$ cat src/rtl/ps2_key_decoder_if.sv
// ----------------------------------------------------------------------------
// ps2_key_decoder_if
//   Signal bundle between the board's PS/2 pins, the key decoder and the game
//   logic.
//
//   Signals
//     ps2_clk     PS/2 clock pin (asynchronous to clk)
//     ps2_data    PS/2 data pin (asynchronous to clk)
//     keys_left   {up,down} held state of the left pad
//     keys_right  {up,down} held state of the right pad
//     frame_err   one-clk pulse when a frame is dropped
//     fsm_state   receiver state (debug): 0 IDLE, 1 DATA, 2 PARITY, 3 STOP
//
//   Output protocol: there is no valid/ready handshake. keys_left and
//   keys_right are registered levels that change only when a good frame
//   completes. frame_err is a single-cycle strobe and cannot be
//   back-pressured.
//
//   Modports
//     master  pin side and consumer (drives the pins, observes the outputs)
//     slave   the decoder itself
// ----------------------------------------------------------------------------
interface ps2_key_decoder_if;
    logic       ps2_clk;
    logic       ps2_data;
    logic [1:0] keys_left;
    logic [1:0] keys_right;
    logic       frame_err;
    logic [1:0] fsm_state;

    modport master (
        output ps2_clk,
        output ps2_data,
        input  keys_left,
        input  keys_right,
        input  frame_err,
        input  fsm_state
    );

    modport slave (
        input  ps2_clk,
        input  ps2_data,
        output keys_left,
        output keys_right,
        output frame_err,
        output fsm_state
    );
endinterface

$ cat src/rtl/ps2_key_decoder.sv
// ----------------------------------------------------------------------------
// ps2_key_decoder
//   Receives PS/2 keyboard frames (scan code set 2) and turns the make/break
//   codes of four keys into held-state bits for the two game pads.
//   Bit 1 of each pad = "up", bit 0 = "down".
//
//   Ports
//     clk    in  system clock
//     rst_n  in  asynchronous reset, active low
//     bus    ps2_key_decoder_if.slave
//              ps2_clk/ps2_data in, keys_left/keys_right/frame_err out,
//              fsm_state out (debug view of the receiver state)
//
//   Parameters
//     TIMEOUT_CYCLES  clk cycles without a ps2_clk falling edge mid-frame
//                     before the partial frame is abandoned
//     KEY_L_UP/KEY_L_DN  left pad codes (non-extended)
//     KEY_R_UP/KEY_R_DN  right pad codes (E0-extended)
//
//   Configuration macro
//     PS2_PARITY_CHECK_EN  when defined, a frame with even parity is dropped
//                          and reported on frame_err; otherwise the parity
//                          bit is ignored.
// ----------------------------------------------------------------------------
module ps2_key_decoder #(
    parameter int unsigned TIMEOUT_CYCLES = 50000,
    parameter logic [7:0]  KEY_L_UP       = 8'h1D,
    parameter logic [7:0]  KEY_L_DN       = 8'h1B,
    parameter logic [7:0]  KEY_R_UP       = 8'h75,
    parameter logic [7:0]  KEY_R_DN       = 8'h72
) (
    input logic                clk,
    input logic                rst_n,
    ps2_key_decoder_if.slave   bus
);

    localparam int CNT_W = $clog2(TIMEOUT_CYCLES + 1);
    localparam logic [CNT_W-1:0] CNT_LAST = CNT_W'(TIMEOUT_CYCLES - 1);

    typedef enum logic [1:0] {
        ST_IDLE   = 2'd0,
        ST_DATA   = 2'd1,
        ST_PARITY = 2'd2,
        ST_STOP   = 2'd3
    } state_t;

    // ---------------- pin synchronizers and edge detect ----------------
    // Reset to 1 (the idle level of both lines) so that releasing reset can
    // never look like a falling edge.
    logic ps2_clk_meta, ps2_clk_sync, ps2_clk_prev;
    logic ps2_data_meta, ps2_data_sync;
    logic clk_fall;

    always_ff @(posedge clk or negedge rst_n) begin
        if (!rst_n) begin
            ps2_clk_meta  <= 1'b1;
            ps2_clk_sync  <= 1'b1;
            ps2_clk_prev  <= 1'b1;
            ps2_data_meta <= 1'b1;
            ps2_data_sync <= 1'b1;
        end else begin
            ps2_clk_meta  <= bus.ps2_clk;
            ps2_clk_sync  <= ps2_clk_meta;
            ps2_clk_prev  <= ps2_clk_sync;
            ps2_data_meta <= bus.ps2_data;
            ps2_data_sync <= ps2_data_meta;
        end
    end

    assign clk_fall = ps2_clk_prev & ~ps2_clk_sync;

    // ---------------- receiver state ----------------
    state_t           state;
    logic [2:0]       bit_cnt;
    logic [7:0]       shift_reg;
    logic [CNT_W-1:0] timeout_cnt;
    logic             ext_flag;
    logic             brk_flag;
    logic [1:0]       keys_left_q;
    logic [1:0]       keys_right_q;
    logic             frame_err_q;
    logic             frame_ok;

`ifdef PS2_PARITY_CHECK_EN
    logic parity_bit;

    // Sampled stop bit must be 1 and the data+parity must have odd weight.
    assign frame_ok = ps2_data_sync & (^{shift_reg, parity_bit});
`else
    assign frame_ok = ps2_data_sync;
`endif

    always_ff @(posedge clk or negedge rst_n) begin
        if (!rst_n) begin
            state        <= ST_IDLE;
            bit_cnt      <= 3'd0;
            shift_reg    <= 8'h00;
            timeout_cnt  <= '0;
            ext_flag     <= 1'b0;
            brk_flag     <= 1'b0;
            keys_left_q  <= 2'b00;
            keys_right_q <= 2'b00;
            frame_err_q  <= 1'b0;
`ifdef PS2_PARITY_CHECK_EN
            parity_bit   <= 1'b0;
`endif
        end else begin
            frame_err_q <= 1'b0;

            if (clk_fall) begin
                timeout_cnt <= '0;
                case (state)
                    ST_IDLE: begin
                        if (!ps2_data_sync) begin
                            state   <= ST_DATA;
                            bit_cnt <= 3'd0;
                        end else begin
                            // A high "start bit" means we are out of step
                            // with the keyboard.
                            frame_err_q <= 1'b1;
                        end
                    end

                    ST_DATA: begin
                        // LSB arrives first, so shift in from the top.
                        shift_reg <= {ps2_data_sync, shift_reg[7:1]};
                        bit_cnt   <= bit_cnt + 3'd1;
                        if (bit_cnt == 3'd7) begin
                            state <= ST_PARITY;
                        end
                    end

                    ST_PARITY: begin
`ifdef PS2_PARITY_CHECK_EN
                        parity_bit <= ps2_data_sync;
`endif
                        state <= ST_STOP;
                    end

                    ST_STOP: begin
                        state <= ST_IDLE;
                        if (!frame_ok) begin
                            // Dropped byte: prefix flags survive so a
                            // retransmitted code still sees them.
                            frame_err_q <= 1'b1;
                        end else if (shift_reg == 8'hE0) begin
                            ext_flag <= 1'b1;
                        end else if (shift_reg == 8'hF0) begin
                            brk_flag <= 1'b1;
                        end else begin
                            // Key bit follows make (set) / break (clear);
                            // matching includes the E0 prefix exactly.
                            if (!ext_flag && shift_reg == KEY_L_UP) keys_left_q[1]  <= ~brk_flag;
                            if (!ext_flag && shift_reg == KEY_L_DN) keys_left_q[0]  <= ~brk_flag;
                            if ( ext_flag && shift_reg == KEY_R_UP) keys_right_q[1] <= ~brk_flag;
                            if ( ext_flag && shift_reg == KEY_R_DN) keys_right_q[0] <= ~brk_flag;
                            ext_flag <= 1'b0;
                            brk_flag <= 1'b0;
                        end
                    end

                    default: state <= ST_IDLE;
                endcase
            end else if (state != ST_IDLE) begin
                if (timeout_cnt == CNT_LAST) begin
                    // Keyboard stalled mid-frame: abandon the partial byte.
                    state       <= ST_IDLE;
                    bit_cnt     <= 3'd0;
                    shift_reg   <= 8'h00;
                    timeout_cnt <= '0;
                    frame_err_q <= 1'b1;
                end else begin
                    timeout_cnt <= timeout_cnt + 1'b1;
                end
            end
        end
    end

    assign bus.keys_left  = keys_left_q;
    assign bus.keys_right = keys_right_q;
    assign bus.frame_err  = frame_err_q;
    assign bus.fsm_state  = state;

endmodule

$ cat src/flat_wrapper.sv
// flat-port wrapper written by rule: the top's interface ports become plain ports
module ps2_key_decoder_flat 
#(
    parameter int unsigned TIMEOUT_CYCLES = 50000,
    parameter logic [7:0]  KEY_L_UP       = 8'h1D,
    parameter logic [7:0]  KEY_L_DN       = 8'h1B,
    parameter logic [7:0]  KEY_R_UP       = 8'h75,
    parameter logic [7:0]  KEY_R_DN       = 8'h72
)
  (clk, rst_n, bus_ps2_clk, bus_ps2_data, bus_keys_left, bus_keys_right, bus_frame_err, bus_fsm_state);
  ps2_key_decoder_if bus_i ();
  input logic clk;
  input logic rst_n;
  input wire logic [$bits(bus_i.ps2_clk)-1:0] bus_ps2_clk;
  input wire logic [$bits(bus_i.ps2_data)-1:0] bus_ps2_data;
  output wire logic [$bits(bus_i.keys_left)-1:0] bus_keys_left;
  output wire logic [$bits(bus_i.keys_right)-1:0] bus_keys_right;
  output wire logic [$bits(bus_i.frame_err)-1:0] bus_frame_err;
  output wire logic [$bits(bus_i.fsm_state)-1:0] bus_fsm_state;
  assign bus_i.ps2_clk = bus_ps2_clk;
  assign bus_i.ps2_data = bus_ps2_data;
  assign bus_keys_left = bus_i.keys_left;
  assign bus_keys_right = bus_i.keys_right;
  assign bus_frame_err = bus_i.frame_err;
  assign bus_fsm_state = bus_i.fsm_state;
  ps2_key_decoder #(.TIMEOUT_CYCLES(TIMEOUT_CYCLES), .KEY_L_UP(KEY_L_UP), .KEY_L_DN(KEY_L_DN), .KEY_R_UP(KEY_R_UP), .KEY_R_DN(KEY_R_DN)) u_core (.clk(clk), .rst_n(rst_n), .bus(bus_i));
endmodule
$ cat config.mk
export PLATFORM = sky130hd
export DESIGN_NAME = ps2_key_decoder_flat
export DESIGN_NICKNAME = d
export VERILOG_FILES = /design/src/rtl/ps2_key_decoder_if.sv /design/src/rtl/ps2_key_decoder.sv /design/src/flat_wrapper.sv
export SDC_FILE = /design/constraint.sdc
export NUM_CORES = 1
export LEC_CHECK = 0
export BUFFER_PORTS_ARGS = -buffer_cell sky130_fd_sc_hd__buf_2
export CORE_ASPECT_RATIO = 1.5
export CORE_UTILIZATION = 65
export CTS_CLUSTER_DIAMETER = 30
export DETAILED_ROUTE_END_ITERATION = 16
export GPL_TIMING_DRIVEN = 0
export PLACE_DENSITY = 0.88
export SYNTH_ARGS = -nofsm -noshare
export SYNTH_HDL_FRONTEND = slang
export SYNTH_SLANG_ARGS = --single-unit
export TNS_END_PERCENT = 100
$ cat constraint.sdc
create_clock -name clk -period 4.7 [get_ports clk]
set_input_delay 1.175 -clock clk [delete_from_list [all_inputs] [get_ports clk]]
set_output_delay 1.175 -clock clk [all_outputs]
set_load 0.01 [all_outputs]
==> Word level (Yosys, flattened, before mapping) <==
Index checks and enable logic that the tools add are counted.
{ "classes": {"eq_ne": 16, "n_reduce_logical": 18, "n_bitwise": 5, "n_addsub": 2, "mux": 27} }
{ "ops": {"columns": ["op", "count"], "rows": [
  ["16-bit 2-to-1 mux", 3],
  ["8-bit 2-to-1 mux", 4],
  ["6-bit AND reduction", 4],
  ["16-bit by 1-bit adder with 16-bit output, second input constant", 1],
  ["16-bit equality test, second input constant", 1],
  ["8-bit by 5-bit equality test with 1-bit output, second input constant", 2],
  ["8-bit by 7-bit equality test with 1-bit output, second input constant", 2],
  ["8-bit equality test, second input constant", 2],
  ["4-bit AND reduction", 4],
  ["3-bit 2-to-1 mux", 4],
  ["2-bit 2-to-1 mux", 5],
  ["3-bit inequality test, second input constant", 3],
  ["1-bit 2-to-1 mux", 8],
  ["2-bit case mux with 4 select lines", 1],
  ["3-bit case mux with 2 select lines", 1],
  ["2-bit nonzero test", 3],
  ["2-bit equality test, second input constant", 2],
  ["1-bit logical AND", 4],
  ["1-bit NOT", 4],
  ["3-bit by 1-bit adder with 3-bit output, second input constant", 1],
  ["3-bit equality test, second input constant", 1],
  ["3-bit AND reduction", 1],
  ["2-bit by 1-bit equality test with 1-bit output, second input constant", 1],
  ["2-bit zero test", 1],
  ["other kinds (5)", 5]
]} }
{ "word_totals": {"reg_bits": 41, "elab_cells": 84, "out_inout_bits": 7} }

==> Longest topological paths before layout <==
{ "depth": {"depth_word": 4, "depth_mapped": 8, "mapped_depth_nobuf": 6} }

==> Worst setup path after synthesis <==
Ideal clock, no wire load.
{ "synth_timing": {"path_type": "register to register", "from": "reg u_core.state[1], in the netlist u_core.bus.fsm_state[1]", "to": "reg u_core.bit_cnt[1]", "t_arrival_ns": 1.622, "synth_period_minus_slack_ns": 1.743, "slack_ns": 2.957, "stages_incl_launch_ff": 7, "required_ns": 4.578, "setup_time_ns": 0.122, "path_buffers": 2, "cell_sequence": "dfrtp_1 > inv_1 > ha_1 > buf_2 > buf_1 > a21oi_1 > a32o_1"} }
{ "synth_between": {"elab_chain_cells": 3, "elab_cells_between_ends": 9, "classes_between": "3 x eq/ne; 2 x mux; 4 x reduce/logical"} }
{ "synth_lines": {"columns": ["item", "line", "source"], "rows": [
  ["start: declaration", "ps2_key_decoder.sv:73", "state_t state;"],
  ["start signal: assignment", "ps2_key_decoder.sv:95", "state <= ST_IDLE;"],
  ["start signal: assignment", "ps2_key_decoder.sv:115", "state <= ST_DATA;"],
  ["start signal: assignment", "ps2_key_decoder.sv:129", "state <= ST_PARITY;"],
  ["2-bit by 1-bit equality test with 1-bit output, or another cell as far along", "ps2_key_decoder.sv:112", "case (state)"],
  ["3-bit inequality test (no source line), or another cell as far along", null, null],
  ["4-bit AND reduction (no source line) / 3-bit 2-to-1 mux (equally long branches)", null, null],
  ["end signal: assignment", "ps2_key_decoder.sv:127", "bit_cnt <= bit_cnt + 3'd1;"],
  ["end: declaration", "ps2_key_decoder.sv:74", "logic [2:0] bit_cnt;"]
]} }
Parallel ways exist; a longest one is shown, timed or not.
A chain may end at the register's enable or synchronous reset.

==> Worst setup path in the final report <==
{ "layout_timing": {"from": "reg u_core.state[0], in the netlist u_core.bus.fsm_state[0]", "to": "reg u_core.bit_cnt[2]"} }
Same word-level chain as after synthesis.

==> flow_summary.yaml <==
run_status:
  status: "finished, final reports clean"
synth:
  synth_enable_flop_cells: 0
  yosys.area_share.adder: 0.04103
  ys_warn_count: 0
  synth-simple-area-share: 0.2515
  synth_nets: 225
  synth_compound_area_frac: 0.1471
  syn_area_per_cell_sq_um: 9.975
  ys_types: 43
  ys_ff_latch: 41
  ys_top_cells_by_area: "dfrtp_1 (42%), dfstp_2 (6.2%), nand2_1 (4.4%), ha_1 (4.1%), a21oi_1 (3.8%)"
  synth_area_sq_mm: 0.002135
  synth_top_family_by_area: "simple AND/OR/NAND/NOR gates"
  yosys.area.top_type: "dfrtp_1"
  yosys_most_used_dff: "dfrtp_1"
  synth.yosys.seq_area_share: 0.4836
  synthArstFlopShare: 1.000
  synth_top_cell_area_share: 0.4220
  yosys.area_share.xor_xnor: 0.02872
  synthMuxAreaShare: 0.01407
  syn_inst: 214
  synthTopCellsByCount: "dfrtp_1 (36), nand2_1 (25), a21oi_1 (16), o21ai_0 (16), nand3_1 (14)"
  synth.most_common_cell: "dfrtp_1"
worst_hold_path:
  hold_class: "reg -> reg"
sta:
  fin_skew_ns: 0.006338
  hold_viol_final: 0
  rsz0062_at_grt: "no"
  worst_pin_slew_ns: 0.8799
  slew_headroom: 0.4134
  worst_slack_ns: 2.538
  slew_viol_final: 0
  post-route-min-period_ns: 2.162
  min_period_over_period: 0.4600
  finalSetupViolations: 0
  clock.fmax_mhz: 462.6
  setup_tns_ns: 0
global_route:
  grt_usage: 0.2912
  grt_pass1_vias: 1713
  antenna_found_initial: 0
  grt_max_degree: 42
  grt_overflow: 0
  grt_pass1_wl_microns: 7728
drt:
  dr.max_layer_used: "met4"
  wl_met1_microns: 1711
  drc: 0
  via_per_inst: 6.250
  dr_wl_met3_microns: 138
  routed_wl_microns: 4466
  route.met2.wl_microns: 2515
  drt_iter0_markers: 80
  ant_nets: 0
  num_vias: 1700
  firstDrtPassIters: 4
  wl_per_cell_microns: 16.42
placed_design:
  post-place-ws_ns: 2.677
  placement.cell_area_sq_mm: 0.002235
  gp_congestion: 0.9146
  numPortBuffers: 10
  dp_hpwl_microns: 3153
power:
  power_frac_comb: 0.253
  p_sw_w: 0.0003516
  clock_power_share: 0.275
  p_leak_nw: 0.9977
  ir_drop_mv: 0.3072
  powerDensity_mw_per_mm2: 444.0
  intPower_w: 0.0006922
  netSwitchingFraction: 0.3369
  seqPwrFrac: 0.471
floorplan:
  fp.dieW_microns: 48.79
  die_h_microns: 72.19
  start_util: 0.6824
  dieArea_sq_mm: 0.003522
  core_area_sq_mm: 0.003128
  num_rows: 25
  io_pins: 11
cells_and_area:
  num-fill-cells: 230
  antennaDiodeCount: 0
  drive_above_1_share: 0.1336
  stdcell_area_sq_mm: 0.002351
  nets: 242
  largest_register_ffs: 16
  area_growth_pct: 10.14
clock_network:
  ctsResizeCount: 0
  cts_root_buffer: "clkbuf_8"
  worstSkewPairLatency_ns: 0.29
  cts_buffers: 5
  postCtsSetupBuffers: 0
  clock_path_buffers: 2
  clock-sinks: 41
  postCtsHoldBufs: 0
  h-tree-depth: 2
  cts_tree: "yes"
  path_clk_slew_ns: 0.07
setup_path:
  endpoint_kind: "flop"
  crit_path_max_fanout: 10
  crit_required_ns: 4.88
  critPathKind: "reg -> reg"
  worstPathArrival_ns: 2.34
  cp-start-kind: "flop"
flow_run:
  max-cap-violations: 0
-- cell usage in the layout (no fill, tap or decap), types with 6 or more instances in the layout --
cell type / count
a21oi_1: 16
buf_2: 12
clkbuf_8: 6
dfrtp_1: 36
ha_1: 7
inv_1: 9
nand2_1: 25
nand3_1: 14
nor2_1: 8
o21ai_0: 16
xnor2_1: 7
-- routing by layer --
| layer | GRT usage | up-vias |
|---|---|---|
| met3 | 0.04612 | 13 |
| met2 | 0.5463 | 39 |
| met4 | 0.1503 | 0 |
| met1 | 0.3108 | 830 |
| li1 | - | 818 |
| met5 | 0 | - |
-- per-stage QoR --
stage / std cells / utilization / total power [W] / hold slack, ns
3_5_place_dp: 264 / 0.7144 / 0.0007505 / 0.3468
5_1_grt: 272 / 0.7516 / 0.001107 / 0.3617
3_3_place_gp: 264 / 0.7144 / 0.0007353 / 0.3470
4_1_cts: 272 / 0.7516 / 0.001041 / 0.3581
2_1_floorplan: 214 / - / 0.0006699 / 0.3452
6_report: 272 / 0.7516 / 0.001044 / 0.3572
-- power groups by stage --
stage               logic, W  clock network (W)  registers (W)
global route        0.000300           0.000306       0.000501
floorplan           0.000189                  0       0.000481
global placement    0.000245                  0       0.000490
finish              0.000265           0.000287       0.000492
detailed placement  0.000256                  0       0.000494
CTS                 0.000260           0.000293       0.000488
-- path summary, 6_finish.rpt --
kind / start / to / slack [ns] / cells past startpoint
setup / recovery: u_core.bus.fsm_state[0] / u_core.bit_cnt[2] / 2.54 / 6
setup reg to reg: u_core.bus.fsm_state[0] / u_core.bit_cnt[2] / 2.54 / 6
max in group asynchronous: rst_n / u_core.bit_cnt[1] / 3.15 / 1
min in group asynchronous: rst_n / u_core.bus.fsm_state[1] / 1.00 / 1
hold reg to reg: u_core.ps2_data_meta / u_core.frame_ok / 0.36 / 0
hold / removal: u_core.ps2_data_meta / u_core.frame_ok / 0.36 / 0
-- layout make-up --
| class | count | area (sq um) | area share |
|---|---|---|---|
| Sequential cell | 41 | 1032 | 0.4391 |
| Multi-Input combinational cell | 155 | 1030 | 0.4380 |
| Clock buffer | 7 | 86.33 | 0.03672 |
| Tap cell | 40 | 50.05 | 0.02129 |
| Timing Repair Buffer | 10 | 50.05 | 0.02129 |
| Inverter | 9 | 33.78 | 0.01437 |
| Clock inverter | 1 | 30.03 | 0.01277 |
| Buffer | 9 | 38.79 | 0.01650 |
-- logic make-up (layout without fill, tap and decap cells) --
group,after synthesis,count (layout)
adder cells (fa/ha/maj),7,7
buffers and inverters,18,36
flip-flops,41,41
AND/OR/NAND/NOR,86,86
XOR/XNOR,7,7
multiplexers,3,3
AO/OA/AOI/OAI,52,52
-- critical path, stage by stage, from the launching register on --
cell and delay (ns):
dfrtp_1 0.45, inv_1 0.13, ha_1 0.35, buf_2 0.28, buf_1 0.42, a21oi_1 0.18, a32o_1 0.23
No activity file was read; power rests on OpenSTA's default activity.
